===== src/rtl/fir_pkg.sv =====
// Shared types and defaults for the fir_sched round-robin FIR engine scheduler.
package fir_pkg;

  localparam int NCH_DEF     = 4;
  localparam int W_DEF       = 16;
  localparam int TIMEOUT_DEF = 32;

  typedef logic signed [15:0] sample_t;

  typedef enum logic [2:0] {
    IDLE,
    ISSUE,
    WAIT,
    CAPTURE,
    DRAIN
  } sched_state_t;

  // Channel-index width; never narrower than one bit.
  function automatic int chan_w(input int n);
    return (n > 1) ? $clog2(n) : 1;
  endfunction

endpackage


===== src/rtl/fir_sched_if.sv =====
// Bundle of the request, engine and result ports of fir_sched.
interface fir_sched_if
  import fir_pkg::*;
#(
  parameter int NCH = NCH_DEF,
  parameter int W   = W_DEF
);
  localparam int IW = chan_w(NCH);

  // Handshakes: a request/result transfers on a cycle where valid && ready;
  // valid never waits on ready, and the result holds data stable while blocked.
  logic [NCH-1:0]        req_valid;
  logic [NCH-1:0][W-1:0] req_data;
  logic [NCH-1:0]        req_ready;

  logic signed [W-1:0]   eng_in;
  logic                  eng_input_ready;
  logic [IW-1:0]         eng_chan;
  logic signed [W-1:0]   eng_out;
  logic                  eng_output_ready;

  logic                  res_valid;
  logic signed [W-1:0]   res_data;
  logic [IW-1:0]         res_chan;
  logic                  res_ready;

  logic                  err;
  logic [IW-1:0]         err_chan;

  modport master (
    input  req_valid, req_data,
    output req_ready,
    output eng_in, eng_input_ready, eng_chan,
    input  eng_out, eng_output_ready,
    output res_valid, res_data, res_chan,
    input  res_ready,
    output err, err_chan
  );

  modport slave (
    output req_valid, req_data,
    input  req_ready,
    input  eng_in, eng_input_ready, eng_chan,
    output eng_out, eng_output_ready,
    input  res_valid, res_data, res_chan,
    output res_ready,
    input  err, err_chan
  );

endinterface


===== src/rtl/rr_arbiter.sv =====
// Combinational round-robin arbiter: first request above the last grant, with wrap.
module rr_arbiter
  import fir_pkg::*;
#(
  parameter  int NCH = NCH_DEF,
  localparam int IW  = chan_w(NCH)
) (
  input  logic [NCH-1:0] req,
  input  logic [IW-1:0]  last,
  input  logic           en,
  output logic [NCH-1:0] gnt,
  output logic [IW-1:0]  gnt_idx,
  output logic           gnt_any
);

  logic [IW-1:0] cand;

  always_comb begin
    gnt     = '0;
    gnt_idx = '0;
    gnt_any = 1'b0;
    cand    = last;
    for (int i = 0; i < NCH; i++) begin
      cand = (cand == IW'(NCH - 1)) ? '0 : cand + IW'(1);
      if (en && !gnt_any && req[cand]) begin
        gnt[cand] = 1'b1;
        gnt_idx   = cand;
        gnt_any   = 1'b1;
      end
    end
  end

endmodule


===== src/rtl/fir_sched.sv =====
// Shares one FIR engine between NCH channels, one job at a time, round robin.
// Optional watchdog on the engine completion: define FIR_SCHED_WATCHDOG_EN.
module fir_sched
  import fir_pkg::*;
#(
  parameter int NCH     = NCH_DEF,
  parameter int W       = W_DEF,
  parameter int TIMEOUT = TIMEOUT_DEF
) (
  input  logic         ck,
  input  logic         rst,
  fir_sched_if.master  bus,
  output sched_state_t dbg_state
);

  localparam int IW = chan_w(NCH);

  sched_state_t        state;
  logic [IW-1:0]       last_gnt;
  logic [NCH-1:0]      gnt;
  logic [IW-1:0]       gnt_idx;
  logic                gnt_any;
  logic                arb_en;

  logic signed [W-1:0] eng_in_q;
  logic                eng_start_q;
  logic [IW-1:0]       eng_chan_q;
  logic                res_valid_q;
  logic signed [W-1:0] res_data_q;
  logic [IW-1:0]       res_chan_q;

  // Grants only while idle and out of reset, so req_ready is never a phantom accept.
  assign arb_en = (state == IDLE) && !rst;

  rr_arbiter #(.NCH(NCH)) u_arb (
    .req     (bus.req_valid),
    .last    (last_gnt),
    .en      (arb_en),
    .gnt     (gnt),
    .gnt_idx (gnt_idx),
    .gnt_any (gnt_any)
  );

`ifdef FIR_SCHED_WATCHDOG_EN
  localparam int CW = $clog2(TIMEOUT + 1);

  logic [CW-1:0] wd_cnt;
  logic          wd_expired;
  logic          err_q;
  logic [IW-1:0] err_chan_q;

  assign wd_expired = (wd_cnt == CW'(TIMEOUT - 1));
`endif

  always_ff @(posedge ck) begin
    if (rst) begin
      state       <= IDLE;
      last_gnt    <= IW'(NCH - 1);
      eng_in_q    <= '0;
      eng_start_q <= 1'b0;
      eng_chan_q  <= '0;
      res_valid_q <= 1'b0;
      res_data_q  <= '0;
      res_chan_q  <= '0;
`ifdef FIR_SCHED_WATCHDOG_EN
      wd_cnt      <= '0;
      err_q       <= 1'b0;
      err_chan_q  <= '0;
`endif
    end else begin
      eng_start_q <= 1'b0;
`ifdef FIR_SCHED_WATCHDOG_EN
      err_q       <= 1'b0;
`endif
      case (state)
        IDLE: begin
          if (gnt_any) begin
            eng_in_q    <= bus.req_data[gnt_idx];
            eng_chan_q  <= gnt_idx;
            last_gnt    <= gnt_idx;
            eng_start_q <= 1'b1;
            state       <= ISSUE;
          end
        end
        ISSUE: begin
`ifdef FIR_SCHED_WATCHDOG_EN
          wd_cnt <= '0;
`endif
          state <= WAIT;
        end
        WAIT: begin
          if (bus.eng_output_ready) begin
            state <= CAPTURE;
          end
`ifdef FIR_SCHED_WATCHDOG_EN
          // Completion on the last permitted cycle still wins over the timeout.
          else if (wd_expired) begin
            err_q      <= 1'b1;
            err_chan_q <= eng_chan_q;
            state      <= IDLE;
          end else begin
            wd_cnt <= wd_cnt + CW'(1);
          end
`endif
        end
        CAPTURE: begin
          res_data_q  <= bus.eng_out;
          res_chan_q  <= eng_chan_q;
          res_valid_q <= 1'b1;
          state       <= DRAIN;
        end
        DRAIN: begin
          if (bus.res_ready) begin
            res_valid_q <= 1'b0;
            state       <= IDLE;
          end
        end
        default: state <= IDLE;
      endcase
    end
  end

  assign bus.req_ready       = gnt;
  assign bus.eng_in          = eng_in_q;
  assign bus.eng_input_ready = eng_start_q;
  assign bus.eng_chan        = eng_chan_q;
  assign bus.res_valid       = res_valid_q;
  assign bus.res_data        = res_data_q;
  assign bus.res_chan        = res_chan_q;
  assign dbg_state           = state;

`ifdef FIR_SCHED_WATCHDOG_EN
  assign bus.err      = err_q;
  assign bus.err_chan = err_chan_q;
`else
  assign bus.err      = 1'b0;
  assign bus.err_chan = '0;
`endif

endmodule


===== src/flat_wrapper.sv =====
// flat-port wrapper written by rule: the top's interface ports become plain ports
module fir_sched_flat import fir_pkg::*;
#(
  parameter int NCH     = NCH_DEF,
  parameter int W       = W_DEF,
  parameter int TIMEOUT = TIMEOUT_DEF
)
  (ck, rst, dbg_state, bus_req_valid, bus_req_data, bus_req_ready, bus_eng_in, bus_eng_input_ready, bus_eng_chan, bus_eng_out, bus_eng_output_ready, bus_res_valid, bus_res_data, bus_res_chan, bus_res_ready, bus_err, bus_err_chan);
  fir_sched_if #(.NCH(NCH), .W(W)) bus_i ();
  input  logic ck;
  input  logic rst;
  output sched_state_t dbg_state;
  input wire logic [$bits(bus_i.req_valid)-1:0] bus_req_valid;
  input wire logic [$bits(bus_i.req_data)-1:0] bus_req_data;
  output wire logic [$bits(bus_i.req_ready)-1:0] bus_req_ready;
  output wire logic [$bits(bus_i.eng_in)-1:0] bus_eng_in;
  output wire logic [$bits(bus_i.eng_input_ready)-1:0] bus_eng_input_ready;
  output wire logic [$bits(bus_i.eng_chan)-1:0] bus_eng_chan;
  input wire logic [$bits(bus_i.eng_out)-1:0] bus_eng_out;
  input wire logic [$bits(bus_i.eng_output_ready)-1:0] bus_eng_output_ready;
  output wire logic [$bits(bus_i.res_valid)-1:0] bus_res_valid;
  output wire logic [$bits(bus_i.res_data)-1:0] bus_res_data;
  output wire logic [$bits(bus_i.res_chan)-1:0] bus_res_chan;
  input wire logic [$bits(bus_i.res_ready)-1:0] bus_res_ready;
  output wire logic [$bits(bus_i.err)-1:0] bus_err;
  output wire logic [$bits(bus_i.err_chan)-1:0] bus_err_chan;
  assign bus_i.req_valid = bus_req_valid;
  assign bus_i.req_data = bus_req_data;
  assign bus_req_ready = bus_i.req_ready;
  assign bus_eng_in = bus_i.eng_in;
  assign bus_eng_input_ready = bus_i.eng_input_ready;
  assign bus_eng_chan = bus_i.eng_chan;
  assign bus_i.eng_out = bus_eng_out;
  assign bus_i.eng_output_ready = bus_eng_output_ready;
  assign bus_res_valid = bus_i.res_valid;
  assign bus_res_data = bus_i.res_data;
  assign bus_res_chan = bus_i.res_chan;
  assign bus_i.res_ready = bus_res_ready;
  assign bus_err = bus_i.err;
  assign bus_err_chan = bus_i.err_chan;
  fir_sched #(.NCH(NCH), .W(W), .TIMEOUT(TIMEOUT)) u_core (.ck(ck), .rst(rst), .bus(bus_i), .dbg_state(dbg_state));
endmodule

===== config.mk =====
export PLATFORM = sky130hd
export DESIGN_NAME = fir_sched_flat
export DESIGN_NICKNAME = d
export VERILOG_FILES = /design/src/rtl/fir_pkg.sv /design/src/rtl/fir_sched_if.sv /design/src/rtl/rr_arbiter.sv /design/src/rtl/fir_sched.sv /design/src/flat_wrapper.sv
export SDC_FILE = /design/constraint.sdc
export NUM_CORES = 1
export LEC_CHECK = 0
export ABC_AREA = 0
export CAP_MARGIN = 20
export CORE_MARGIN = 2
export CORE_UTILIZATION = 30
export CTS_CLUSTER_SIZE = 16
export DETAILED_ROUTE_END_ITERATION = 8
export HOLD_SLACK_MARGIN = 0.1
export RECOVER_POWER = 100
export SYNTH_ARGS = -nofsm -noshare
export SYNTH_HDL_FRONTEND = slang
export SYNTH_HIERARCHICAL = 1
export SYNTH_SLANG_ARGS = --single-unit

===== constraint.sdc =====
create_clock -name ck -period 3.95 [get_ports ck]
set_input_delay 0.5925 -clock ck [delete_from_list [all_inputs] [get_ports ck]]
set_output_delay 0.5925 -clock ck [all_outputs]
set_load 0.02 [all_outputs]

# == Yosys cells after proc, flatten, opt, wreduce, memory -nomap -nowiden ==
# Index checks and enable logic that the tools add are counted.
# word_totals
word_cells,99
output_inout_bits,48
regBits,43
# classes
order_cmp,9
bitwise,4
n_mux,41
n_eq_ne,11
reduce_logical,22
n_addsub,4
# ops
op,n
$bmux W16 S2,1
$mux W16,1
$mux W2,8
$mux W4,4
$lt A2 B3 Y1 const B,5
$pmux W3 S5,1
$mux W1,14
$logic_and A1 B1 Y1,12
$or A4 B4 Y4,3
$mux W3,3
$add A2 B1 Y2 const B,4
$bmux W1 S2,4
$demux W1 S2,4
$eq A2 B2 Y1 const B,4
$ge A2 B1 Y1 const B,4
$eq A3 B2 Y1 const B,2
$logic_not A1 Y1,4
$ne A2 B2 Y1 const B,2
$reduce_and A2 Y1,2
$eq A3 B1 Y1 const B,1
$eq A3 B3 Y1 const B,1
$logic_not A3 Y1,1
$reduce_and A3 Y1,1
$ne A2 B1 Y1 const B,1
4 further kinds,4

# == Depth between registers and ports, before layout ==
# Gate-level depths: netlist (run 1).
# logic_depth
ltp_word,20
ltp_mapped,14
depth_no_buf,10

# == Modules after synthesis ==
# The synthesis (run 1) kept the hierarchy.
# modules_own_cells
mod,seq_area_each_um2,n_inst,area_each_um2,cells_each
fir_sched,860.8,1,1964.4,210
rr_arbiter,0.0,1,541.8,62

# == Worst setup path before layout (run 1) ==
# Ideal clock, no wire load.
# synth_path
path_type,register -> register
start,register u_core.last_gnt[0]
end,"register u_core.eng_in_q[10], in the netlist u_core/bus.eng_in[10]"
stages_incl_launch_ff,15
arrival_ps,3363
path_slack_ps,455
setup_ps,132
synth_period_minus_slack_ps,3495
cell_sequence,dfxtp_1 > buf_2 > inv_1 > ha_1 > buf_6 > or3_4 > a21oi_4 > nand2b_2 > a211oi_4 > mux2_4 > buf_4 > clkbuf_1 > mux4_2 > nand2_1 > a21oi_1
# synth_via
elab_chain_cells,20
# synth_lines
element,line_no,text
start: declaration,fir_sched.sv:19,logic [IW-1:0] last_gnt;
start signal: assignment,fir_sched.sv:58,last_gnt <= IW'(NCH - 1);
start signal: assignment,fir_sched.sv:80,last_gnt <= gnt_idx;
$add A2 B1 Y2 / $eq A2 B2 Y1 (equally long branches),rr_arbiter.sv:24,cand = (cand == IW'(NCH - 1)) ? '0 : cand + IW'(1);
$mux W2 (*),rr_arbiter.sv:24,
"parallel branches: the longest is 15 deep, another holds $add A2 B1 Y2",--,
$mux W2 (*),rr_arbiter.sv:25,if (en && !gnt_any && req[cand]) begin
named net u_core.gnt_idx[1],fir_sched.sv:21,logic [IW-1:0] gnt_idx;
$bmux W16 S2 (*),fir_sched.sv:78,eng_in_q <= bus.req_data[gnt_idx];
$mux W16 (not written as such) (*),fir_sched.sv:78,
end signal: assignment,fir_sched.sv:78,
end: declaration,fir_sched.sv:25,logic signed [W-1:0] eng_in_q;
# Mark *: on every way through the listed nets, which the timed path passes. The select of a mux whose other input is x is not followed.
# A chain may end at the register's enable or synchronous reset.

# == Worst setup path after layout (run 1) ==
# layout_path
start,register u_core.last_gnt[1]
end,output port bus_req_ready[3]
# layout_via
elab_chain_cells,18
# layout_lines
element,line_no,text
$add A2 B1 Y2 / $eq A2 B2 Y1 (equally long branches),rr_arbiter.sv:24,
$mux W2 (*),rr_arbiter.sv:24,
"parallel branches: the longest is 15 deep, another holds $lt A2 B3 Y1",--,
$mux W4 (*),rr_arbiter.sv:25,
end: declaration,flat_wrapper.sv:15,output wire logic [$bits(bus_i.req_ready)-1:0] bus_req_ready;
# Mark *: on every way between the ends. The select of a mux whose other input is x is not followed.

==> flow_summary.yaml, run 1 <==
outcome:
  run_status: "complete, but fails checks"
  violations: "max-capacitance violations, max-slew violations"
clock_network:
  cts-root-buf: "clkbuf_8"
  cts.clk_slew.worst_paths_ns: 0.08
  cts_setup_buffers: 0
  cts_buffers: 5
  cts_sinks: 43
  cts_tree: "yes"
  htreeDepth: 2
  postCtsResizedCells: 0
  cts_hold_buf: 0
  clockBufferDepth: 2
  clock_latency_ns: 0.30
sta:
  finalSetupViolCount: 0
  slew_headroom_pct: -30.5
  fmax_mhz: 275
  drv_slew: 44
  tightest_slew_ns: 1.96
  min_period_ns: 3.64
  rsz0062_at_grt: "false"
  hold_viol: 0
  setup-tns-final_ns: 0
  period_share_pct: 92.2
  worst_clock_skew_ns: 0.00750
yosys:
  yosysUniqueCellTypes: 46
  synth_top_flop_cell: "dfxtp_1"
  yosysTopAreaCellShare_pct: 34.3
  synth_edf_count: 0
  ys_seq_elements: 43
  synth_area_leader_cell: "dfxtp_1"
  avgSynthCellArea_um2: 9.21
  synth-seq-area-share_pct: 34.3
  synthAdderAreaFrac_pct: 3.49
  syn_inst: 272
  synth.most_common_cell: "nand2_1"
  netlist_area_um2: 2510
  yosys_warnings: 6
  synthMuxAreaShare_pct: 18.7
  synthXorXnorAreaFrac_pct: 0.349
  synthTopCellsByCount: "nand2_1 (76), dfxtp_1 (43), a21oi_1 (38)"
  synth_area_leaders: "dfxtp_1 (34%), mux4_2 (15%), nand2_1 (11%)"
  synthSimpleGateAreaFrac_pct: 19.1
  synth_top_family_by_area: "simple AND/OR/NAND/NOR gates"
  synth-async-reset-ratio_pct: 0
  synth-compound-area-share_pct: 17.1
die:
  coreArea_um2: 8180
  die_w_um: 95.4
  rows: 33
  dieHeight_um: 95.4
  die_area_um2: 9100
  io_pins: 136
  start_util_pct: 30.7
min_path:
  hold_path.class: "flop to flop"
  min_delay_path_depth: 2
power:
  leakagePower_nw: 1.50
  power.density_nw_per_um2: 403
  pwr-share-clk_pct: 17.8
  swShare_pct: 36.7
  vdd.ir_drop.worst_mv: 0.150
  power_frac_comb_pct: 49.7
  p_int_mw: 1.01
  power_switching_mw: 0.583
  p_seq_share_pct: 32.6
cells_and_area:
  n_fill_cell: 799
  instances_no_fill: 502
  multi_input_area_um2: 1490
  drive_above_1_share_pct: 10.8
  regArea_um2: 861
  nets: 491
  num_antenna_cells: 0
  syn_to_final_growth_pct: 57.4
drt:
  drt-initial-drc-count: 74
  first_pass_iters: 4
  drc: 0
  viasPerCell: 4.80
  totalWireLength_um: 6620
  postRouteAntennaNets: 0
  vias: 2412
  routedWlPerCell_um: 13.2
global_route:
  groute.usage.overall_pct: 14.6
  antenna_found_initial: 0
  grt_pass1_vias: 2276
  grt_pass1_wl_um: 10500
  grt_start_max_net_pins: 44
  grt_overflow: 0
setup_path:
  crit_type: "flop to primary output"
  worstPathRequired_ns: 3.36
  crit_path_end_kind: "primary output"
  startpoint_type: "flop"
  cpLargestDelayFamily: "compound AO/OA/AOI/OAI gates"
  critPathBufInv: 3
  crit_cells: 9
  crit_path_top_delay_cell: "clkdlybuf4s50_1"
  cpPeakStageDelay_ns: 0.54
  rr_worst_depth: 12
  cp_max_fo: 8
  crit_chain: "inv_1 -> ha_1 -> buf_4 -> mux2i_1 -> a22oi_2 -> nor3_2 -> a22o_1 -> a221o_1 -> clkdlybuf4s50_1"
  cp.arrival_ns: 3.05
placed_design:
  gp_congestion: 0.870
  io_buffers: 132
  dp_hpwl_um: 5050
  placed_cells: 494
run:
  drv_cap: 1
## cell type report
cell class	count	area share [%]
clock buffer	5	1.74
sequential	43	21.8
clock inverter	3	0.603
timing repair buffer	139	34.5
multi-input combinational	203	37.6
inverter	4	0.381
tap	105	3.33
## power groups by stage
stage / clock (mW) / combinational [mW] / sequential, mW
global placement: 0 / 0.814 / 0.528
CTS: 0.300 / 0.820 / 0.521
floorplan: 0 / 0.508 / 0.573
finish: 0.282 / 0.790 / 0.518
detailed placement: 0 / 0.817 / 0.530
global route: 0.319 / 0.860 / 0.526
## state kept, by name, indices dropped and copies added (netlist names)
register	count
u_core/bus.eng_in	16
u_core/bus.res_data	16
u_core/dbg_state	3
u_core/bus.eng_chan	2
u_core/bus.res_chan	2
u_core/last_gnt	2
u_core/bus.eng_input_ready	1
u_core/bus.res_valid	1
## stage by stage
stage / total power [mW] / cell area [µm²] / worst slack [ns] / hold slack, ns / utilization [%]
2_1_floorplan: 1.08 / 2510 / 0.455 / 0.533 / -
3_3_place_gp: 1.34 / 3860 / 0.459 / 0.441 / 47.2
3_5_place_dp: 1.35 / 3860 / 0.388 / 0.446 / 47.2
4_1_cts: 1.64 / 3950 / 0.239 / 0.458 / 48.3
5_1_grt: 1.71 / 3950 / 0.0509 / 0.478 / 48.3
6_report: 1.59 / 3950 / 0.308 / 0.453 / 48.3
## cells by family (layout without fill, tap and decap cells)
kind of cell | count (synthesis) | in the layout
AND/OR/NAND/NOR | 103 | 103
AO/OA/AOI/OAI | 64 | 64
flip-flops | 43 | 43
buffers and inverters | 28 | 151
multiplexers | 25 | 25
adder cells (fa/ha/maj) | 7 | 7
other | 1 | 3
XOR/XNOR | 1 | 1
## worst min-delay path: cells and delay by family (launching register included)
family,cells,cell delay [ns]
DFF,1,0.31
AOI/OAI and AO/OA,1,0.05
and+or+nand+nor,1,0.05
## layer usage
metal | global-route usage [%] | part of all wire, % | wire length (µm) | vias to the layer above
li1 | - | - | - | 1207
met1 | 16.0 | 39 | 2570 | 1091
met2 | 26.3 | 50 | 3310 | 106
met3 | 4.82 | 9.8 | 648 | 8
met4 | 4.88 | 1.4 | 91 | 0
met5 | 0 | 0 | 0 | -
## layout by cell type (no fill, tap or decap), types with 2 or more instances in the layout
cell              n
clkdlybuf4s50_1  90
nand2_1          76
dfxtp_1          43
dlygate4sd3_1    41
a21oi_1          38
mux4_2           17
ha_1              7
mux2i_1           6
clkbuf_8          5
nand3_1           5
buf_4             5
nor2_1            4
inv_1             4
a22o_1            4
a221o_1           4
clkbuf_1          3
conb_1            3
and2_1            3
o21ai_0           3
clkinvlp_4        2
nor4_1            2
o31ai_1           2
nor3_1            2
a21oi_2           2
o21a_1            2
## worst paths after layout
kind                                                            to                               start  slack [ns]
worst min-delay path            u_core/bus.eng_in[15]$_SDFFE_PP0P_  u_core/bus.eng_in[15]$_SDFFE_PP0P_        0.45
worst max-delay path                              bus_req_ready[3]     u_core/last_gnt[1]$_SDFFE_PP1P_        0.31
worst min register to register  u_core/bus.eng_in[15]$_SDFFE_PP0P_  u_core/bus.eng_in[15]$_SDFFE_PP0P_        0.45
worst max register to register  u_core/bus.eng_in[10]$_SDFFE_PP0P_     u_core/last_gnt[1]$_SDFFE_PP1P_        0.40
Power figures use the tool's default switching activity.
==> run 2: changes to the inputs <==
==> constraint.sdc (replaced) <==
create_clock -name ck -period 3.47 [get_ports ck]
set_input_delay 0.5205 -clock ck [delete_from_list [all_inputs] [get_ports ck]]
set_output_delay 0.5205 -clock ck [all_outputs]
set_load 0.005 [all_outputs]
==> run 2 against run 1 <==
- the flow still finishes with violations (max-capacitance violations, max-slew violations)
- global-route usage is essentially flat
- count of clock-buffer cells in the layout is the same
- cell area up 1.3%
- die area unchanged
- largest power group unchanged
- register-to-register slack worse by 0.05 ns
- sequential cell count did not move
==> flow_summary.yaml, run 2 (synthesis gave the netlist of run 1 again) <==
outcome:
  run_status: "complete, but fails checks"
  violations: "max-capacitance violations, max-slew violations"
cells_and_area:
  num_antenna_cells: 0
  syn_to_final_growth_pct: 59.5
  drive_above_1_share_pct: 12.0
  instances_no_fill: 506
  n_fill_cell: 794
  final_common_cell: "clkdlybuf4s50_1"
  stdcell_area_um2: 4000
  layout_common_cells: "clkdlybuf4s50_1 (92), nand2_1 (76), dfxtp_1 (43)"
  nets: 495
  fin_util_pct: 48.9
setup_path:
  cpLargestDelayFamily: "compound AO/OA/AOI/OAI gates"
  cp_max_fo: 9
  crit_type: "flop to primary output"
  worstPathRequired_ns: 2.95
  crit_chain: "inv_1 -> ha_4 -> or3_4 -> a21oi_4 -> nand2b_2 -> a211oi_4 -> a221o_1 -> clkdlybuf4s50_1"
  critPathBufInv: 2
  crit_path_end_kind: "primary output"
  cpPeakStageDelay_ns: 0.49
  crit_path_top_delay_cell: "clkdlybuf4s50_1"
  cp.arrival_ns: 2.82
  startpoint_type: "flop"
power:
  power.density_nw_per_um2: 442
  vdd.ir_drop.worst_mv: 0.144
  leakagePower_nw: 1.51
clock_network:
  cts-root-buf: "clkbuf_8"
  cts_hold_buf: 0
  cts_sinks: 43
  cts_tree: "yes"
  cts.clk_slew.worst_paths_ns: 0.08
  clock_latency_ns: 0.29
  clockBufferDepth: 2
  cts_buffers: 5
  htreeDepth: 2
drt:
  first_pass_iters: 4
  drt-initial-drc-count: 47
  drc: 0
  postRouteAntennaNets: 0
  viasPerCell: 4.79
  vias: 2422
  routedWlPerCell_um: 13.3
  totalWireLength_um: 6710
sta:
  fmax_mhz: 300
  finalSetupViolCount: 0
  period_share_pct: 96.2
  tightest_slew_ns: 1.94
  worst_clock_skew_ns: 0.00511
  drv_slew: 44
  slew_headroom_pct: -29.4
  setup-tns-final_ns: 0
  min_period_ns: 3.34
  hold_viol: 0
  setup_ws_ns: 0.131
die:
  die_area_um2: 9100
  coreArea_um2: 8180
  start_util_pct: 30.7
  die_w_um: 95.4
  rows: 33
  io_pins: 136
  dieHeight_um: 95.4
placed_design:
  dp_slack_ns: 0.198
  dp_hpwl_um: 5040
  io_buffers: 132
  gp_congestion: 0.785
  placed_cell_area_um2: 3890
  placed_cells: 497
run:
  drv_cap: 1
global_route:
  grt_start_max_net_pins: 44
  grt_pass1_wl_um: 10500
  grt_pass1_vias: 2197
  grt_overflow: 0
  antenna_found_initial: 0
  groute.usage.overall_pct: 14.5
min_path:
  hold_path.class: "flop to flop"
==> run 2: cell count changes in the layout (fill, tap and decap cells not counted) <==
cell,delta
clkdlybuf4s50_1,+2
buf_12,+1
ha_4,+1
nor3b_1,+1
mux2_1,-1
mux2_4,+1
clkbuf_1,+1
ha_1,-2
ha_2,+1
buf_4,+2
dlygate4sd3_1,-2
nor3b_2,-1
==> run 2: cell type report <==
cell class | instances | area (µm²) | share of cell area [%]
timing repair buffer | 143 | 1400 | 35.0
sequential | 43 | 861 | 21.5
clock inverter | 3 | 23.8 | 0.595
inverter | 4 | 15.0 | 0.376
tap | 105 | 131 | 3.29
multi-input combinational | 203 | 1500 | 37.5
clock buffer | 5 | 68.8 | 1.72
==> run 2: report_power, final <==
group / switching (mW) / internal, mW
combinational: 0.395 / 0.477
sequential: 0.0248 / 0.548
clock: 0.178 / 0.144
==> run 2: repair_timing <==
| action | 4_1_cts | 5_1_grt |
|---|---|---|
| gates resized for setup | 1 | 2 |
| pin swaps | 1 | 1 |
| setup endpoints to repair | 4 | 4 |
| setup buffers | 0 | 1 |
| cloned | 0 | 0 |
==> run 2: worst paths after layout <==
path / from / to / slack [ns] / cells after the start
min: u_core/bus.eng_in[5]$_SDFFE_PP0P_ / u_core/bus.eng_in[5]$_SDFFE_PP0P_ / 0.45 / 2
min reg2reg: u_core/bus.eng_in[5]$_SDFFE_PP0P_ / u_core/bus.eng_in[5]$_SDFFE_PP0P_ / 0.45 / 2
max reg2reg: u_core/last_gnt[0]$_SDFFE_PP1P_ / u_core/bus.eng_in[12]$_SDFFE_PP0P_ / 0.35 / 11
max: u_core/last_gnt[0]$_SDFFE_PP1P_ / bus_req_ready[3] / 0.13 / 8
==> run 2: stage by stage <==
stage,hold WS (ns),total power [mW]
finish,0.452,1.77
global route,0.472,1.90
CTS,0.460,1.81
detailed placement,0.448,1.48
global placement,0.441,1.47
floorplan,0.453,1.16
==> run 2: per-layer routing <==
metal	share of wire, %	global-route usage, %	routed length, µm	vias to the layer above
met5	0	0	0	-
met4	0.58	3.21	39	0
met3	7.8	3.72	522	2
met2	51	26.3	3410	86
met1	41	17.2	2740	1119
li1	-	-	-	1215
==> run 2: tightest hold or removal path: stages, from the launching register on <==
cell     delay [ns]
dfxtp_1        0.31
nand2_1        0.05
a21oi_1        0.05
